--- src/rtl/div_seq_ctrl.sv ---
// div_seq_ctrl - iterative unsigned restoring divider controller.
//
// Produces one quotient bit per clock, MSB first, by running the partial
// remainder through a ripple borrow-chain subtractor and selecting either the
// difference or the restored value based on the final borrow.
//
// Handshakes: a transfer happens on a rising edge where valid and ready are
// both high. in_ready_o is high only in IDLE and out_valid_o only in DONE.
// Neither depends combinationally on the partner's valid/ready. Once
// out_valid_o is high, the result is held until out_ready_i is seen.
//
// Ports:
//   clk_i        system clock, rising edge
//   rst_i        synchronous active-high reset
//   in_valid_i   operand pair valid
//   in_ready_o   operands accepted (IDLE only)
//   dividend_i   unsigned dividend
//   divisor_i    unsigned divisor
//   out_valid_o  result valid (DONE only)
//   out_ready_i  consumer accepts result
//   quotient_o   unsigned quotient (all ones on divide by zero)
//   remainder_o  unsigned remainder (dividend on divide by zero)
//   div0_o       divide-by-zero flag, qualified by out_valid_o
//   busy_o       iteration in progress (RUN)
module div_seq_ctrl #(
   parameter int WIDTH = 8
) (
   input  logic             clk_i,
   input  logic             rst_i,
   input  logic             in_valid_i,
   output logic             in_ready_o,
   input  logic [WIDTH-1:0] dividend_i,
   input  logic [WIDTH-1:0] divisor_i,
   output logic             out_valid_o,
   input  logic             out_ready_i,
   output logic [WIDTH-1:0] quotient_o,
   output logic [WIDTH-1:0] remainder_o,
   output logic             div0_o,
   output logic             busy_o
);

   localparam int CW = $clog2(WIDTH + 1);

   typedef enum logic [1:0] {
      S_IDLE = 2'd0,
      S_RUN  = 2'd1,
      S_DONE = 2'd2
   } state_t;

   state_t           state_q, state_d;
   logic [WIDTH-1:0] q_q, q_d;
   logic [WIDTH-1:0] r_q, r_d;
   logic [WIDTH-1:0] d_q, d_d;
   logic [CW-1:0]    cnt_q, cnt_d;
   logic             div0_q, div0_d;

   // Borrow-chain row: P = {R, Q msb}, T = P - {0, D}.
   logic [WIDTH:0]   p;
   logic [WIDTH:0]   dd;
   logic [WIDTH-1:0] t;
   logic [WIDTH+1:0] b;
   logic             bo;

   always_comb begin
      p    = {r_q, q_q[WIDTH-1]};
      dd   = {1'b0, d_q};
      t    = '0;
      b    = '0;
      for (int i = 0; i <= WIDTH; i++) begin
         if (i < WIDTH) begin
            t[i] = p[i] ^ dd[i] ^ b[i];
         end
         b[i+1] = (~p[i] & dd[i]) | (~(p[i] ^ dd[i]) & b[i]);
      end
      bo = b[WIDTH+1];
   end

   always_comb begin
      state_d = state_q;
      q_d     = q_q;
      r_d     = r_q;
      d_d     = d_q;
      cnt_d   = cnt_q;
      div0_d  = div0_q;
      case (state_q)
         S_IDLE: begin
            if (in_valid_i) begin
               if (divisor_i != '0) begin
                  q_d     = dividend_i;
                  d_d     = divisor_i;
                  r_d     = '0;
                  cnt_d   = CW'(WIDTH);
                  div0_d  = 1'b0;
                  state_d = S_RUN;
               end else begin
                  // Divide by zero skips iteration entirely.
                  q_d     = '1;
                  r_d     = dividend_i;
                  div0_d  = 1'b1;
                  state_d = S_DONE;
               end
            end
         end
         S_RUN: begin
            // A borrow means P < D: keep P (restore) and shift in a 0.
            r_d   = bo ? p[WIDTH-1:0] : t;
            q_d   = {q_q[WIDTH-2:0], ~bo};
            cnt_d = cnt_q - CW'(1);
            if (cnt_q == CW'(1)) begin
               state_d = S_DONE;
            end
         end
         S_DONE: begin
            if (out_ready_i) begin
               state_d = S_IDLE;
            end
         end
         default: state_d = S_IDLE;
      endcase
   end

   always_ff @(posedge clk_i) begin
      if (rst_i) begin
         state_q <= S_IDLE;
         q_q     <= '0;
         r_q     <= '0;
         d_q     <= '0;
         cnt_q   <= '0;
         div0_q  <= 1'b0;
      end else begin
         state_q <= state_d;
         q_q     <= q_d;
         r_q     <= r_d;
         d_q     <= d_d;
         cnt_q   <= cnt_d;
         div0_q  <= div0_d;
      end
   end

   assign in_ready_o  = (state_q == S_IDLE);
   assign out_valid_o = (state_q == S_DONE);
   assign busy_o      = (state_q == S_RUN);
   assign quotient_o  = q_q;
   assign remainder_o = r_q;
   assign div0_o      = div0_q;

endmodule

--- config.mk ---
export PLATFORM = sky130hd
export DESIGN_NAME = div_seq_ctrl
export DESIGN_NICKNAME = d
export VERILOG_FILES = /design/src/rtl/div_seq_ctrl.sv
export SDC_FILE = /design/constraint.sdc
export NUM_CORES = 1
export LEC_CHECK = 0
export CORE_MARGIN = 5
export CORE_UTILIZATION = 54
export CTS_BUF_LIST = sky130_fd_sc_hd__clkbuf_16
export CTS_CLUSTER_DIAMETER = 40
export DETAILED_ROUTE_END_ITERATION = 10
export GPL_TIMING_DRIVEN = 0
export PLACE_DENSITY = 0.84
export SLEW_MARGIN = 15
export SYNTH_ARGS = -nofsm -noshare
export SYNTH_HDL_FRONTEND = slang
export SYNTH_SLANG_ARGS = --single-unit
export TNS_END_PERCENT = 50
--- constraint.sdc ---
create_clock -name clk_i -period 10.4 [get_ports clk_i]
set_input_delay 2.6 -clock clk_i [delete_from_list [all_inputs] [get_ports clk_i]]
set_output_delay 2.6 -clock clk_i [all_outputs]
set_load 0.02 [all_outputs]
==> out/qor.txt <==
CTS Hold Bufs: 0
Post-Syn Area: 1787 um2
crit share post-route: 44.63%
Peak VDD IR: 0.1133 mV
worst-path cell with the longest stage delay: fa_1
Area contributors post-synth: dfxtp_1 35%, fa_1 7.8%, nand2b_1 6.7%
Hold Path Class: reg2reg
# fillers: 254
clock sinks: 31
CP cell instances: inv_1 > ha_1 > fa_1 > fa_1 > fa_1 > fa_1 > fa_1 > fa_1 > fa_1 > nand2b_1 > clkbuf_1 > a211oi_1 > a311o_2
pre-CTS WS: 5871 ps
post-place instance area: 2222 um2
max_cap viols: 0
Ports: 40
WP data arrival: 4800 ps
Synth top area share: 34.73%
placed cell count: 278
Synth Flop Type: dfxtp_1
Final ANT Viol Nets: 0
DR WL/cell: 17.03 um
Clock Tree Root: clkbuf_16
synth warn: 0
register area share after synthesis: 34.73%
grt ovf: 0
die width: 67.52 um
CTS resizes: 0
met2 wire len: 2297 um
drt first pass iters: 5
vias per cell: 5.881
post-synthesis cell type count: 37
gpl congestion: 0.8078
final instance area: 2359 um2
filler-free cell count of the finished design: 286
Synth area leader: dfxtp_1
most common cell after layout, fill and taps aside: clkdlybuf4s50_1
critical path class: reg2reg
CP top delay family: adder cells
Nets: 271
CTS Buffer Depth: 2
Post-CTS Setup Inserts: 0
n_diodes: 0
Fin. Hold Viols: 0
die area: 4559 um2
Post-Route Setup TNS: 0 ps
min Tclk post-route: 4642 ps
H-tree levels: 2
CTS tree: done
initial antenna violation count: 0
Critical Path RT: 10,560 ps
Worst path max stage delay: 540 ps
RSZ-0062 raised after global routing: false
Buf/Inv on CP: 2
Syn Inst Count: 196
vias post-DR: 1,682
fmax: 0.2154 GHz
worst skew pair latency: 270 ps
Rows: 20
vias in the first global route: 1,683
Max Used Layer: met4
Avg Cell Area, Syn: 9.116 um2
number of port buffers: 38
Min Hold Slack: 494.8 ps
Crit Path Max Fanout: 9
core area: 3103 um2
Die Y: 67.52 um
Routed met1 length: 2019 um
Clock Skew: 2.968 ps
Reg2Reg Setup Slack: 5760 ps
clk slew on worst S/H paths: 50 ps
slew margin rel.: 46.15%
Net Count, Synth: 226
Post-synth EDFFs: 0
share of cells above drive strength 1: 9.504%
initial core utilization: 57.58%
area grow syn2layout: 32.00%
# setup viols final: 0
Startpoint Class: flop
DRT iter0 DRCs: 170
status: finished clean
Leak: 0.0008591 uW
Slew Viols, Final: 0
most frequent cells in the layout: 38 x clkdlybuf4s50_1, 31 x dfxtp_1, 19 x nand2b_1
drt total wl: 4871 um
Slew @ Worst Pin: 803.9 ps
PD cells: 184.0 nW/um2
GRT Resource Usage Total: 23.48%
Sequential Area: 620.6 um2
total CTS buffers: 5
DRC: 0
crit end category: flop
critical path's most frequent cell: fa_1
dpl hpwl: 3603 um
first-pass GRT wire length: 7845 um
wire length on met3: 355 um
register bit total from synthesis: 31
asr flop ratio synth: 0%
Multi-input gate area: 1059 um2
final worst setup slack: 5758 ps
largest net degree at the start of global routing: 11
[cell type report]
| cell class | count | area share (%) |
|---|---|---|
| Buffer | 14 | 2.653 |
| Clock buffer | 5 | 5.305 |
| Clock inverter | 3 | 0.4775 |
| Inverter | 12 | 1.910 |
| Multi-Input combinational cell | 139 | 44.88 |
| Sequential cell | 31 | 26.31 |
| Tap cell | 44 | 2.334 |
| Timing Repair Buffer | 38 | 16.13 |
[flip-flops by register name (all words and copies together), names as in the netlist]
name,count
remainder_o,8
div0_o,1
cnt_q,4
d_q,8
quotient_o,8
state_q,2
[worst reg2reg max path: stages (launching register included)]
cell and delay, ps:
dfxtp_1 370, inv_1 80, ha_1 220, fa_1 380
fa_1 390, fa_1 390, fa_1 390, fa_1 390
fa_1 410, fa_1 540, nand2b_1 130, clkbuf_1 350
a211oi_1 150, a311o_2 360
[metrics by stage]
stage               total power [uW]  util (%)
floorplan                      244.6         -
global placement               291.6     71.61
detailed placement             298.5     71.61
CTS                            433.4     76.01
global route                   457.4     76.01
finish                         434.1     76.01
[cells in the mapped netlist (all sizes together) (2+ instances only)]
library cell,number
nor3b,11
a311oi,7
fa,7
dfxtp,31
o21a,2
a21oi,5
or3b,2
o21bai,2
ha,3
or4,2
nor2,12
nand2,16
buf,6
nand2b,19
a31oi,2
nor3,10
nor2b,2
nor4,3
mux2i,9
inv,11
clkbuf,8
a311o,8
a211oi,9
[worst paths after layout]
kind | end | depth (start not counted) | start
worst max-delay path | remainder_o[0]$_SDFFE_PP0P_ | 13 | quotient_o[7]$_SDFFE_PP0P_
worst min-delay path | quotient_o[5]$_SDFFE_PP0P_ | 2 | quotient_o[4]$_SDFFE_PP0P_
worst max register to register | remainder_o[0]$_SDFFE_PP0P_ | 13 | quotient_o[7]$_SDFFE_PP0P_
worst min register to register | quotient_o[5]$_SDFFE_PP0P_ | 2 | quotient_o[4]$_SDFFE_PP0P_
[layer usage]
| metal | vias up | track usage [%] |
|---|---|---|
| met4 | 0 | 14.94 |
| met1 | 775 | 28.42 |
| li1 | 796 | - |
| met3 | 21 | 4.992 |
| met5 | - | 0 |
| met2 | 90 | 37.55 |
[logic make-up (layout without fill, tap and decap cells)]
kind of cell | count (synthesis) | in the layout | synth area share (%)
simple gates | 79 | 79 | 25.56
buf+inv | 26 | 72 | 6.022
flops | 31 | 31 | 34.73
mux | 9 | 9 | 5.042
compound gates | 41 | 41 | 18.70
fa+ha+maj | 10 | 10 | 9.944
[power by group]
group / switching (uW) / internal (uW) / total (uW)
sequential: 13.1 / 134 / 147
clock: 47.0 / 85.8 / 133
combinational: 83.7 / 70.0 / 154
Power figures use the tool's default switching activity.
